**src/rtl/online_pkg.sv**
```systemverilog
`default_nettype none
// ============================================================================
// Module      : online_pkg
// Description : Shared types and helpers for the radix-2^k online blocks.
// Revision    : 1.0 - initial release
// ============================================================================
package online_pkg;

    // Width of one signed digit for a radix of 2^log2r.
    function automatic int dw(input int log2r);
        return log2r + 1;
    endfunction

    localparam int C_LOG2R_DEF = 2;

    // Signed digit for the default radix-4 configuration.
    typedef logic signed [C_LOG2R_DEF:0] digit_t;

    typedef enum logic [1:0] {
        S_IDLE  = 2'd0,
        S_RUN   = 2'd1,
        S_FLUSH = 2'd2
    } state_t;

    // Digit-set bound must satisfy ceil((r+1)/2) <= a <= r-1.
    function automatic bit a_legal(input int log2r, input int a);
        int r;
        r = 1 << log2r;
        return (a >= (r + 2) / 2) && (a <= r - 1);
    endfunction

endpackage
`default_nettype wire

```
**src/rtl/online_tw_r2k.sv**
```systemverilog
`default_nettype none
// ============================================================================
// Module      : online_tw_r2k
// Description : Combinational transfer/interim split p -> (t, w), |w| <= A-1.
// Revision    : 1.0 - initial release
// ============================================================================
module online_tw_r2k
    import online_pkg::*;
#(
    parameter int LOG2R = 2,
    parameter int A     = 3
) (
    input  logic signed [LOG2R+2:0] p,
    output logic signed [1:0]       t,
    output logic signed [LOG2R+2:0] w
);

    localparam int c_pw = LOG2R + 3;
    localparam logic signed [c_pw-1:0] c_r = c_pw'(1 << LOG2R);
    localparam logic signed [c_pw-1:0] c_a = c_pw'(A);

    always_comb begin
        t = 2'sb00;
        w = p;
        if (p >= c_a) begin
            t = 2'sb01;
            w = p - c_r;
        end else if (p <= -c_a) begin
            t = 2'sb11;
            w = p + c_r;
        end
    end

endmodule
`default_nettype wire

```
**src/rtl/online_addsub_r2k.sv**
```systemverilog
`default_nettype none
// ============================================================================
// Module      : online_addsub_r2k
// Description : Radix-2^LOG2R online (MSD-first) adder/subtractor, delay 1.
// Revision    : 1.0 - initial release
// ============================================================================
module online_addsub_r2k
    import online_pkg::*;
#(
    parameter int LOG2R = 2,
    parameter int A     = 3,
    parameter int MAXN  = 64
) (
    input  logic                             clk,
    input  logic                             reset,
    input  logic                             in_valid,
    output logic                             in_ready,
    input  logic                             in_first,
    input  logic                             in_last,
    input  logic                             sub,
    input  logic signed [dw(LOG2R)-1:0]      xi,
    input  logic signed [dw(LOG2R)-1:0]      yi,
    output logic                             out_valid,
    output logic                             out_first,
    output logic                             out_last,
    output logic signed [dw(LOG2R)-1:0]      zo,
    output logic [$clog2(MAXN+2)-1:0]        out_idx,
    output logic                             err
);

    localparam int c_dw = dw(LOG2R);
    localparam int c_pw = LOG2R + 3;
    localparam int c_iw = $clog2(MAXN + 2);
    localparam logic [c_iw-1:0]        c_maxn = c_iw'(MAXN);
    localparam logic signed [c_pw-1:0] c_a    = c_pw'(A);

    generate
        if (!a_legal(LOG2R, A)) begin : g_bad_a
            $fatal(1, "online_addsub_r2k: digit bound A illegal for this radix");
        end
    endgenerate

    state_t                   r_state, w_state_nxt;
    logic signed [c_pw-1:0]   r_w, w_w_nxt;
    logic                     r_mode, w_mode_nxt;
    logic [c_iw-1:0]          r_cnt, w_cnt_nxt;
    logic                     r_ov, r_of, r_ol, r_err;
    logic                     w_ov_nxt, w_of_nxt, w_ol_nxt, w_err_nxt;
    logic signed [c_dw-1:0]   r_zo, w_zo_nxt;
    logic [c_iw-1:0]          r_idx, w_idx_nxt;

    logic                     w_accept;
    logic                     w_mode_sub;
    logic                     w_range_err;
    logic                     w_hit_max;
    logic [c_iw-1:0]          w_cnt_inc;
    logic signed [c_pw-1:0]   w_x, w_y, w_p, w_w, w_t_ext;
    logic signed [1:0]        w_t;

    assign in_ready   = (r_state != S_FLUSH);
    assign w_accept   = in_valid && in_ready;
    assign w_x        = {{2{xi[c_dw-1]}}, xi};
    assign w_y        = {{2{yi[c_dw-1]}}, yi};
    // A new operation uses its own sub bit; later digits use the latched mode.
    assign w_mode_sub = in_first ? sub : r_mode;
    assign w_p        = w_mode_sub ? (w_x - w_y) : (w_x + w_y);
    assign w_range_err = (w_x > c_a) || (w_x < -c_a) || (w_y > c_a) || (w_y < -c_a);
    assign w_cnt_inc  = in_first ? c_iw'(1) : (r_cnt + c_iw'(1));
    assign w_hit_max  = (w_cnt_inc == c_maxn);
    assign w_t_ext    = {{(c_pw-2){w_t[1]}}, w_t};

    online_tw_r2k #(
        .LOG2R (LOG2R),
        .A     (A)
    ) u_tw (
        .p (w_p),
        .t (w_t),
        .w (w_w)
    );

    always_comb begin
        w_state_nxt = r_state;
        w_w_nxt     = r_w;
        w_mode_nxt  = r_mode;
        w_cnt_nxt   = r_cnt;
        w_ov_nxt    = 1'b0;
        w_of_nxt    = 1'b0;
        w_ol_nxt    = 1'b0;
        w_zo_nxt    = '0;
        w_idx_nxt   = '0;
        w_err_nxt   = w_accept && w_range_err;
        case (r_state)
            S_IDLE, S_RUN: begin
                if (w_accept) begin
                    if (in_first || (r_state == S_RUN)) begin
                        w_ov_nxt    = 1'b1;
                        w_w_nxt     = w_w;
                        w_cnt_nxt   = w_cnt_inc;
                        w_state_nxt = (in_last || w_hit_max) ? S_FLUSH : S_RUN;
                        if (!in_last && w_hit_max) begin
                            w_err_nxt = 1'b1;
                        end
                        if (in_first) begin
                            // z_0 is the first transfer; an open operation is abandoned.
                            w_mode_nxt = sub;
                            w_of_nxt   = 1'b1;
                            w_zo_nxt   = c_dw'(w_t_ext);
                            if (r_state == S_RUN) begin
                                w_err_nxt = 1'b1;
                            end
                        end else begin
                            w_zo_nxt  = c_dw'(r_w + w_t_ext);
                            w_idx_nxt = r_cnt;
                        end
                    end else begin
                        w_err_nxt = 1'b1;
                    end
                end
            end
            S_FLUSH: begin
                w_ov_nxt    = 1'b1;
                w_ol_nxt    = 1'b1;
                w_zo_nxt    = c_dw'(r_w);
                w_idx_nxt   = r_cnt;
                w_state_nxt = S_IDLE;
            end
            default: begin
                w_state_nxt = S_IDLE;
            end
        endcase
    end

    always_ff @(posedge clk or posedge reset) begin
        if (reset) begin
            r_state <= S_IDLE;
            r_w     <= '0;
            r_mode  <= 1'b0;
            r_cnt   <= '0;
            r_ov    <= 1'b0;
            r_of    <= 1'b0;
            r_ol    <= 1'b0;
            r_zo    <= '0;
            r_idx   <= '0;
            r_err   <= 1'b0;
        end else begin
            r_state <= w_state_nxt;
            r_w     <= w_w_nxt;
            r_mode  <= w_mode_nxt;
            r_cnt   <= w_cnt_nxt;
            r_ov    <= w_ov_nxt;
            r_of    <= w_of_nxt;
            r_ol    <= w_ol_nxt;
            r_zo    <= w_zo_nxt;
            r_idx   <= w_idx_nxt;
            r_err   <= w_err_nxt;
        end
    end

    assign out_valid = r_ov;
    assign out_first = r_of;
    assign out_last  = r_ol;
    assign zo        = r_zo;
    assign out_idx   = r_idx;
    assign err       = r_err;

endmodule
`default_nettype wire

```
**config.mk**
```make
export PLATFORM = sky130hd
export DESIGN_NAME = online_addsub_r2k
export DESIGN_NICKNAME = d
export VERILOG_FILES = /design/src/rtl/online_pkg.sv /design/src/rtl/online_tw_r2k.sv /design/src/rtl/online_addsub_r2k.sv
export SDC_FILE = /design/constraint.sdc
export NUM_CORES = 1
export LEC_CHECK = 0
export ABC_AREA = 1
export ABC_CLOCK_PERIOD_IN_PS = 3370
export BUFFER_PORTS_ARGS = -buffer_cell sky130_fd_sc_hd__buf_2
export CAP_MARGIN = 10
export CELL_PAD_IN_SITES_DETAIL_PLACEMENT = 1
export CELL_PAD_IN_SITES_GLOBAL_PLACEMENT = 2
export CORE_ASPECT_RATIO = 1.25
export CORE_MARGIN = 2
export CORE_UTILIZATION = 30
export CTS_CLUSTER_SIZE = 14
export DETAILED_ROUTE_END_ITERATION = 12
export PLACE_DENSITY = 0.7
export SLEW_MARGIN = 20
export SYNTH_ARGS = -nofsm -noshare
export SYNTH_HDL_FRONTEND = slang
export SYNTH_SLANG_ARGS = --single-unit
```
**constraint.sdc**
```tcl
create_clock -name clk -period 3.37 [get_ports clk]
set_input_delay 0.674 -clock clk [delete_from_list [all_inputs] [get_ports clk]]
set_output_delay 0.674 -clock clk [all_outputs]
set_load 0.01 [all_outputs]
```
==> flow_summary.toml <==
[synth]
synth_edf_count = 0
synthTopCellsByCount = "36 x nand2_1, 28 x inv_1, 27 x dfrtp_1"
ys_ff_latch = 27
yosysSeqAreaShare = 0.428
synthArstFlopShare = 1.00
yosys.area.top_type = "dfrtp_1"
synth_ff_type = "dfrtp_1"
synth.distinct_cells = 30
yosys_warnings = 0
synth_cells = 192
synth_top_area_share = 0.428
syn_area_sq_um = 1580
synth.net_count = 213
syn_avg_cell_area_sq_um = 8.22
yosysMostFrequentCell = "nand2_1"
synth_area_leaders = "dfrtp_1 43%, nand2_1 8.6%, inv_1 6.7%"

[pwr]
cellLeakagePower_nw = 0.957
power.total_mw = 0.913
powerDensity_nw_per_um2 = 503
ir_drop_v = 0.000140

[floorplan]
initial_utilization = 0.311
ios = 27
coreArea_sq_um = 5080
num_rows = 29
dieArea_sq_um = 5860
dieHeight_microns = 85.1
die_x_microns = 68.9

[worst_setup_path]
cp-start-kind = "primary input"
cpMostUsedCell = "nand2_1"
critPathKind = "in -> reg"
rrSetupSlack_ps = 470
slowest_delay_ps = 310
path_cells = "buf_2, inv_1, ha_1, a21oi_1, xnor2_1, ha_1, a21oi_1, nand2_1, nand2_1, nand2_1, nand2_1, nand2_2, inv_2, nor2_4, inv_2, nand2_4, ha_1, ha_1, inv_1, nand3_1, nand3_1, nand2_1, nand3_1, nand2_1"
cp.required_ps = 3540
worst-r2r-cell-count = 23
end_kind = "flop"
slowest_stage = "ha_1"
worstPathArrival_ps = 3270
critPathMaxFanout = 4

[final_layout]
utilization = 0.358
diodes = 0
fin_nets = 242
design_area_sq_um = 1820
area_delta_synth_final_pct = 15.1
n_fill_cell = 632
fin_cells = 282
drive_gt1_frac = 0.264

[global_route]
grt_pass1_wl_microns = 6510
grt_max_degree = 28
overflow = 0
grt_pass1_vias = 1471
grt_util_all_layers = 0.147
antenna_found_initial = 0

[cts]
cts_buffers = 3
htreeDepth = 1
cts_sinks = 27
clockRootBuffer = "clkbuf_8"
path_clk_slew_ps = 100
insertion_delay_ps = 280
tritoncts = "built"
clock_path_buffers = 2

[sta]
fin_crit_ps = 3100
hold_violations = 0
rsz0062_at_grt = "false"
fin_worst_skew_ps = 9.49
max_freq_ghz = 0.323
setup_viol = 0
slew_headroom = 0.610
drv_slew = 0
min_period_over_period = 0.919
tightest_slew_ps = 584

[drt]
ant_nets = 0
vias = 1315
routedWlPerCell_microns = 13.0
via_per_inst = 4.66
drt_pass1_iterations = 4
drtIter0Drc = 66
wirelength_microns = 3660
drc_errors = 0

[placement]
hpwl_microns = 2950
placedCellCount = 278
port_buffers = 26
place.gp.congestion = 0.718
place_area_sq_um = 1770

[flow_run]
maxCapViolCount = 0

[min_path]
hold_path.class = "in -> async"

[run_status]
status = "finished, final reports clean"
state kept, by name, indices dropped and copies added, names as in the netlist:
name,cells
r_w,3
out_idx,7
r_state,2
out_valid,1
err,1
r_cnt,7
r_mode,1
zo,3
out_first,1
out_last,1
layout by cell type, fill, tap and decap left out, types with 5 or more instances in the layout:
master	synthesis	layout
o21ai_0	13	12
a21oi_1	5	5
nand2_1	36	36
buf_2	1	26
o21ai_1	6	6
nor2_1	16	16
dfrtp_1	27	27
inv_2	4	5
inv_1	28	27
nand3_1	14	14
ha_1	8	8
power breakdown:
group | switching [mW] | internal, mW
clock | 0.107 | 0.0830
sequential | 0.0338 | 0.368
combinational | 0.204 | 0.117
final timing paths:
check,start,endpoint
max,yi[0],zo[2]$_DFF_PP0_
min,reset,r_cnt[2]$_DFFE_PP0P_
max reg2reg,r_mode$_DFFE_PP0P_,zo[2]$_DFF_PP0_
min reg2reg,r_cnt[6]$_DFFE_PP0P_,r_cnt[6]$_DFFE_PP0P_
max in group asynchronous,reset,r_w[1]$_DFFE_PP0P_
min in group clk,r_cnt[6]$_DFFE_PP0P_,r_cnt[6]$_DFFE_PP0P_
final cells by class:
class                           count  area [sq um]  share of cell area
Multi-Input combinational cell    128           746               0.410
Inverter                           33           126              0.0696
Tap cell                           62          77.6              0.0427
Clock inverter                      1          5.00             0.00275
Timing Repair Buffer               28           145              0.0799
Sequential cell                    27           676               0.372
Clock buffer                        3          41.3              0.0227
what timing repair did:
action,in CTS,in global routing
buffers inserted,0,0
setup endpoints to repair,0,1
hold buffers,0,0
resized for setup,0,2
worst max-delay path: cells and delay by family:
kind                       cells  cell delay (ps)
buffers and inverters          5              420
AOI/OAI and AO/OA              2              330
adders and majority gates      4              850
xor gates and xnor gates       1              170
and+or+nand+nor               12              830
cells by family after synthesis:
family	after synthesis	share of synthesized area
simple gates	87	0.273
buf+inv	37	0.102
compound gates	30	0.110
flops	27	0.428
fa+ha+maj	9	0.0761
xor+xnor	2	0.0111
through the flow:
| step | hold WS [ps] | setup TNS [ps] | setup WS [ps] |
|---|---|---|---|
| after floorplan | 453 | 0 | 373 |
| after global placement | 472 | 0 | 65.8 |
| after detailed placement | 503 | -83.6 | -83.6 |
| after CTS | 525 | 0 | 213 |
| after global routing | 482 | 0 | 15.4 |
| final | 440 | 0 | 274 |
layer usage:
layer,share of wire,vias up,track usage,wire [microns]
li1,-,670,-,-
met1,0.44,617,0.173,1620
met2,0.51,24,0.261,1870
met3,0.027,4,0.0146,98
met4,0.018,0,0.0642,64
met5,0,-,0,0
(Power assumes the default switching activity.)
